`src/rtl/mips32_mem_arbiter_if.sv`:
```
// Bundles the fetch port, data port and memory port of the mips32 memory arbiter.
// master = the arbiter itself; slave = requesters plus memory.
interface mips32_mem_arbiter_if #(
  parameter int AW = 10,
  parameter int DW = 32
);
  // Handshakes: i_req/d_req are levels held with their payload until the matching
  // one-cycle *_done pulse; m_req is held with m_we/m_addr/m_wdata stable until
  // m_ack is sampled high (or the access times out), and m_ack is ignored otherwise.
  logic          i_req;
  logic [AW-1:0] i_addr;
  logic [DW-1:0] i_rdata;
  logic          i_done;
  logic          d_req;
  logic          d_we;
  logic [AW-1:0] d_addr;
  logic [DW-1:0] d_wdata;
  logic [DW-1:0] d_rdata;
  logic          d_done;
  logic          err;
  logic          m_req;
  logic          m_we;
  logic [AW-1:0] m_addr;
  logic [DW-1:0] m_wdata;
  logic [DW-1:0] m_rdata;
  logic          m_ack;
  logic          owner_d;

  modport master (
    input  i_req, i_addr, d_req, d_we, d_addr, d_wdata, m_rdata, m_ack,
    output i_rdata, i_done, d_rdata, d_done, err,
           m_req, m_we, m_addr, m_wdata, owner_d
  );

  modport slave (
    output i_req, i_addr, d_req, d_we, d_addr, d_wdata, m_rdata, m_ack,
    input  i_rdata, i_done, d_rdata, d_done, err,
           m_req, m_we, m_addr, m_wdata, owner_d
  );
endinterface

```
`src/rtl/mips32_mem_arbiter.sv`:
```
// Single-port memory arbiter for the mips32 core: data port has priority, fetch is
// forced after STARVE_MAX contended data grants, and a stuck access times out with err.
module mips32_mem_arbiter #(
  parameter int AW         = 10,
  parameter int DW         = 32,
  parameter int STARVE_MAX = 2,
  parameter int TIMEOUT    = 255
) (
  input  logic                 clk1,
  input  logic                 rst_n,
  mips32_mem_arbiter_if.master bus,
  output logic [1:0]           dbg_state
);

  typedef enum logic [1:0] {
    IDLE   = 2'd0,
    ACCESS = 2'd1,
    DONE   = 2'd2
  } state_t;

  localparam int            SW         = $clog2(STARVE_MAX + 1);
  localparam int            TW         = (TIMEOUT > 1) ? $clog2(TIMEOUT) : 1;
  localparam logic [SW-1:0] STARVE_TOP = SW'(STARVE_MAX);
  localparam logic [TW-1:0] TMO_LAST   = TW'(TIMEOUT - 1);
  localparam bit            TMO_EN     = (TIMEOUT != 0);

  state_t        state;
  logic [SW-1:0] starve_cnt;
  logic [TW-1:0] tmo_cnt;
  logic          grant_i;

  // Fetch wins only when alone or when the data port has starved it long enough.
  always_comb grant_i = bus.i_req && (!bus.d_req || starve_cnt == STARVE_TOP);

  assign dbg_state = state;

  always_ff @(posedge clk1 or negedge rst_n) begin
    if (!rst_n) begin
      state       <= IDLE;
      starve_cnt  <= '0;
      tmo_cnt     <= '0;
      bus.i_rdata <= '0;
      bus.i_done  <= 1'b0;
      bus.d_rdata <= '0;
      bus.d_done  <= 1'b0;
      bus.err     <= 1'b0;
      bus.m_req   <= 1'b0;
      bus.m_we    <= 1'b0;
      bus.m_addr  <= '0;
      bus.m_wdata <= '0;
      bus.owner_d <= 1'b0;
    end else begin
      case (state)
        IDLE: begin
          if (bus.i_req || bus.d_req) begin
            bus.m_req <= 1'b1;
            tmo_cnt   <= '0;
            state     <= ACCESS;
            if (grant_i) begin
              bus.owner_d <= 1'b0;
              bus.m_we    <= 1'b0;
              bus.m_addr  <= bus.i_addr;
              bus.m_wdata <= '0;
              starve_cnt  <= '0;
            end else begin
              bus.owner_d <= 1'b1;
              bus.m_we    <= bus.d_we;
              bus.m_addr  <= bus.d_addr;
              bus.m_wdata <= bus.d_wdata;
              if (bus.i_req && starve_cnt != STARVE_TOP) begin
                starve_cnt <= starve_cnt + 1'b1;
              end
            end
          end
        end
        ACCESS: begin
          if (bus.m_ack) begin
            bus.m_req <= 1'b0;
            state     <= DONE;
            if (bus.owner_d) begin
              bus.d_done <= 1'b1;
              if (!bus.m_we) bus.d_rdata <= bus.m_rdata;
            end else begin
              bus.i_done  <= 1'b1;
              bus.i_rdata <= bus.m_rdata;
            end
          end else if (TMO_EN && tmo_cnt == TMO_LAST) begin
            // Timed-out access completes with err and leaves the read data untouched.
            bus.m_req <= 1'b0;
            bus.err   <= 1'b1;
            state     <= DONE;
            if (bus.owner_d) bus.d_done <= 1'b1;
            else             bus.i_done <= 1'b1;
          end else begin
            tmo_cnt <= tmo_cnt + 1'b1;
          end
        end
        DONE: begin
          bus.i_done <= 1'b0;
          bus.d_done <= 1'b0;
          bus.err    <= 1'b0;
          state      <= IDLE;
        end
        default: state <= IDLE;
      endcase
    end
  end

endmodule

```
`src/flat_wrapper.sv`:
```
// flat-port wrapper written by rule: the top's interface ports become plain ports
module mips32_mem_arbiter_flat 
#(
  parameter int AW         = 10,
  parameter int DW         = 32,
  parameter int STARVE_MAX = 2,
  parameter int TIMEOUT    = 255
)
  (clk1, rst_n, dbg_state, bus_i_req, bus_i_addr, bus_d_req, bus_d_we, bus_d_addr, bus_d_wdata, bus_m_rdata, bus_m_ack, bus_i_rdata, bus_i_done, bus_d_rdata, bus_d_done, bus_err, bus_m_req, bus_m_we, bus_m_addr, bus_m_wdata, bus_owner_d);
  mips32_mem_arbiter_if #(.AW(AW), .DW(DW)) bus_i ();
  input  logic clk1;
  input  logic rst_n;
  output logic [1:0] dbg_state;
  input wire logic [$bits(bus_i.i_req)-1:0] bus_i_req;
  input wire logic [$bits(bus_i.i_addr)-1:0] bus_i_addr;
  input wire logic [$bits(bus_i.d_req)-1:0] bus_d_req;
  input wire logic [$bits(bus_i.d_we)-1:0] bus_d_we;
  input wire logic [$bits(bus_i.d_addr)-1:0] bus_d_addr;
  input wire logic [$bits(bus_i.d_wdata)-1:0] bus_d_wdata;
  input wire logic [$bits(bus_i.m_rdata)-1:0] bus_m_rdata;
  input wire logic [$bits(bus_i.m_ack)-1:0] bus_m_ack;
  output wire logic [$bits(bus_i.i_rdata)-1:0] bus_i_rdata;
  output wire logic [$bits(bus_i.i_done)-1:0] bus_i_done;
  output wire logic [$bits(bus_i.d_rdata)-1:0] bus_d_rdata;
  output wire logic [$bits(bus_i.d_done)-1:0] bus_d_done;
  output wire logic [$bits(bus_i.err)-1:0] bus_err;
  output wire logic [$bits(bus_i.m_req)-1:0] bus_m_req;
  output wire logic [$bits(bus_i.m_we)-1:0] bus_m_we;
  output wire logic [$bits(bus_i.m_addr)-1:0] bus_m_addr;
  output wire logic [$bits(bus_i.m_wdata)-1:0] bus_m_wdata;
  output wire logic [$bits(bus_i.owner_d)-1:0] bus_owner_d;
  assign bus_i.i_req = bus_i_req;
  assign bus_i.i_addr = bus_i_addr;
  assign bus_i.d_req = bus_d_req;
  assign bus_i.d_we = bus_d_we;
  assign bus_i.d_addr = bus_d_addr;
  assign bus_i.d_wdata = bus_d_wdata;
  assign bus_i.m_rdata = bus_m_rdata;
  assign bus_i.m_ack = bus_m_ack;
  assign bus_i_rdata = bus_i.i_rdata;
  assign bus_i_done = bus_i.i_done;
  assign bus_d_rdata = bus_i.d_rdata;
  assign bus_d_done = bus_i.d_done;
  assign bus_err = bus_i.err;
  assign bus_m_req = bus_i.m_req;
  assign bus_m_we = bus_i.m_we;
  assign bus_m_addr = bus_i.m_addr;
  assign bus_m_wdata = bus_i.m_wdata;
  assign bus_owner_d = bus_i.owner_d;
  mips32_mem_arbiter #(.AW(AW), .DW(DW), .STARVE_MAX(STARVE_MAX), .TIMEOUT(TIMEOUT)) u_core (.clk1(clk1), .rst_n(rst_n), .bus(bus_i), .dbg_state(dbg_state));
endmodule
```
`config.mk`:
```
export PLATFORM = sky130hd
export DESIGN_NAME = mips32_mem_arbiter_flat
export DESIGN_NICKNAME = d
export VERILOG_FILES = /design/src/rtl/mips32_mem_arbiter_if.sv /design/src/rtl/mips32_mem_arbiter.sv /design/src/flat_wrapper.sv
export SDC_FILE = /design/constraint.sdc
export NUM_CORES = 1
export LEC_CHECK = 0
export ABC_CLOCK_PERIOD_IN_PS = 2600
export CAP_MARGIN = 15
export CORE_AREA = 8 8 88 149
export DETAILED_ROUTE_END_ITERATION = 12
export DIE_AREA = 0 0 96 157
export PLACE_DENSITY = 0.84
export SETUP_SLACK_MARGIN = 0.05
export SYNTH_ARGS = -nofsm -noshare
export SYNTH_HDL_FRONTEND = slang
export SYNTH_SLANG_ARGS = --single-unit
```
`constraint.sdc`:
```
create_clock -name clk1 -period 2.6 [get_ports clk1]
set_input_delay 0.39 -clock clk1 [delete_from_list [all_inputs] [get_ports clk1]]
set_output_delay 0.39 -clock clk1 [all_outputs]
set_load 0.02 [all_outputs]
```
==> results.sh <==
export IMPL_status="finished, final reports clean"
export IMPL_synth_area_per_cell_um2=13.93
export IMPL_worstSetupPathType="reg2reg"
export IMPL_vias=3806
export IMPL_setup_ws_ns=0.5902
export IMPL_cp_arrival_ns=2.35
export IMPL_fin_tns_setup_ns=0
export IMPL_cts_root_buf="clkbuf_16"
export IMPL_worstPathRequired_ns=2.94
export IMPL_crit_path_cell_trace="inv_1, ha_1, nor3b_4, or2_1, or4b_1, nand3_1"
export IMPL_finalCritPeriodShare_pct=77.30
export IMPL_min_path_type="in2async"
export IMPL_mostFrequentLayoutCell="clkdlybuf4s50_1"
export IMPL_synth_fp_nets=455
export IMPL_finClkSkew_ns=0.008230
export IMPL_setup_viol=0
export IMPL_drive_above_1_share_pct=18.87
export IMPL_final_cell_mix="clkdlybuf4s50_1 (202), dfrtp_1 (124), mux2_2 (64)"
export IMPL_insertion_delay_ns=0.40
export IMPL_cp_slowest_cell="or4b_1"
export IMPL_slew_headroom_pct=61.88
export IMPL_synth_ff_type="dfrtp_1"
export IMPL_syn2layout_area_growth_pct=57.60
export IMPL_hold_viol=0
export IMPL_io_buffers=203
export IMPL_wl_per_cell_um=19.40
export IMPL_start_util_pct=45.18
export IMPL_antenna_cells=0
export IMPL_slowest_delay_ns=0.54
export IMPL_syn_area_um2=4987
export IMPL_dieArea_um2=15070
export IMPL_wirelength_um=13870
export IMPL_slew_viol_final=0
export IMPL_grt_usage_pct=19.33
export IMPL_grt_max_degree=63
export IMPL_cp_max_fo=7
export IMPL_async_reset_ff_share_pct=100.0
export IMPL_fmax_mhz=497.6
export IMPL_drcViolationCount=0
export IMPL_synth_cell_types=43
export IMPL_rsz0062_at_grt="false"
export IMPL_clock_path_buffers=2
export IMPL_endpoint_kind="flop"
export IMPL_grt_overflow=0
export IMPL_die_h_um=157
export IMPL_startpoint_type="flop"
export IMPL_cts_sinks=124
export IMPL_fillers=768
export IMPL_die_x_um=96
export IMPL_grt_first_pass_wirelength_um=22270
export IMPL_gp_congestion=0.9002
export IMPL_hpwl_um=10390
export IMPL_antenna_left=0
export IMPL_multi_input_area_um2=1777
export IMPL_ys_ff_latch=124
export IMPL_worst_slew_pin_slew_ns=0.5696
export IMPL_cts_repair_resized=0
export IMPL_yosys_warnings=0
export IMPL_cts_inserted_buffers=17
export IMPL_io_pins=204
export IMPL_h_tree_depth=4
export IMPL_final_nets=667
export IMPL_regArea_um2=3103
export IMPL_drv_cap=0
export IMPL_synth_edff_count=0
export IMPL_antenna_found_initial=0
export IMPL_drt_vias_per_instance=5.323
export IMPL_first_global_vias=4366
export IMPL_p_leak_nw=3.409
export IMPL_cts_clk_slew_worst_paths_ns=0.06
export IMPL_drt_iter0_markers=72
export IMPL_core_area_um2=11040
export IMPL_power_density_nw_per_um2=1382
export IMPL_rows=51
export IMPL_tritoncts="built"
export IMPL_min_period_ns=2.010
export IMPL_first_pass_iters=4
export IMPL_ir_drop_v=0.0007569
export IMPL_ys_seq_area_share_pct=62.22
export IMPL_postSynthCellCount=358
export IMPL_pre_cts_slack_ns=0.4408
per-stage QoR:
stage / hold slack, ns / instances / area (um2) / power [mW] / util [%]
after global routing: 0.5092 / 715 / 7860 / 11.44 / 71.20
after detailed placement: 0.3625 / 682 / 7181 / 8.295 / 65.05
final: 0.4666 / 715 / 7860 / 10.86 / 71.20
after CTS: 0.4621 / 715 / 7860 / 10.99 / 71.20
after global placement: 0.3510 / 682 / 7181 / 8.109 / 65.05
after floorplan: 0.09441 / 358 / 4987 / 5.831 / -
logic make-up (layout without fill, tap and decap cells):
group                      Yosys count  in the layout  share of synthesized area, %
AOI/OAI and AO/OA                   74             74                         11.39
adders and majority gates            7              7                         1.756
muxes                               76             76                         16.88
buffers and inverters               28            253                         2.484
DFF                                124            124                         62.22
and+or+nand+nor                     49             49                         5.269
cell usage after synthesis, drive strengths merged, types with 2 or more instances:
| cell type | n | share of area [%] |
|---|---|---|
| mux2i | 11 | 2.2 |
| nand4b | 3 | 0.53 |
| inv | 9 | 0.68 |
| and3 | 3 | 0.38 |
| or2 | 2 | 0.25 |
| dfrtp | 124 | 62 |
| ha | 7 | 1.8 |
| nor2 | 3 | 0.23 |
| nand4 | 2 | 0.25 |
| a22o | 35 | 6.1 |
| mux2 | 65 | 15 |
| nand2 | 23 | 1.7 |
| buf | 17 | 1.7 |
| a31oi | 5 | 0.75 |
| a21oi | 3 | 0.38 |
| nand3 | 6 | 0.60 |
| clkbuf | 2 | 0.15 |
| o211ai | 2 | 0.30 |
| o21ai | 18 | 1.8 |
sequential cells by signal, indices dropped and copies added, names as in the netlist:
| register | flops |
|---|---|
| u_core.bus.d_done | 1 |
| u_core.bus.d_rdata | 32 |
| u_core.bus.err | 1 |
| u_core.bus.i_done | 1 |
| u_core.bus.i_rdata | 32 |
| u_core.bus.m_addr | 10 |
| u_core.bus.m_req | 1 |
| u_core.bus.m_wdata | 32 |
| u_core.bus.m_we | 1 |
| u_core.bus.owner_d | 1 |
| u_core.dbg_state | 2 |
| u_core.starve_cnt | 2 |
| u_core.tmo_cnt | 8 |
power by group:
group	leakage (nW)	total [mW]	switching, mW	internal [mW]
combinational	1.57	4.89	2.43	2.46
clock	0.316	2.64	0.831	1.81
sequential	1.52	3.34	0.511	2.83
path summary, 6_finish.rpt:
kind	to	depth (start not counted)	start	slack [ns]
max	u_core.tmo_cnt[7]	6	u_core.dbg_state[0]	0.59
min	u_core.tmo_cnt[4]	2	rst_n	0.47
max reg2reg	u_core.tmo_cnt[7]	6	u_core.dbg_state[0]	0.59
min reg2reg	u_core.bus.m_addr[5]	2	u_core.bus.m_addr[5]	0.49
max in group asynchronous	u_core.bus.d_rdata[31]	3	rst_n	1.36
min in group clk1	u_core.bus.m_addr[5]	2	u_core.bus.m_addr[5]	0.49
worst max-delay path, delay by kind of cell (launching register included):
kind | cells | cell delay, ns
simple gates | 4 | 1.17
flops | 1 | 0.40
fa+ha+maj | 1 | 0.29
buf+inv | 1 | 0.10
timing repair:
action | in CTS | in global routing
setup buffers | 0 | 0
endpoints found under the hold margin | 29 | 0
hold buffers | 1 | 0
metal layers:
layer  vias to the layer above  part of all wire (%)  track usage [%]
li1                       1729                     -                -
met1                      1863                    36            19.47
met2                       186                    52            33.13
met3                        28                    10            8.250
met4                         0                   2.4            8.696
met5                         -                     0                0
cell type report:
class,count,share of cell area [%]
Sequential cell,124,39.48
Clock inverter,9,2.308
Inverter,9,0.4298
Clock buffer,23,6.208
Tap cell,132,2.101
Multi-Input combinational cell,206,22.60
Timing Repair Buffer,212,26.87
No activity file was read; power rests on OpenSTA's default activity.
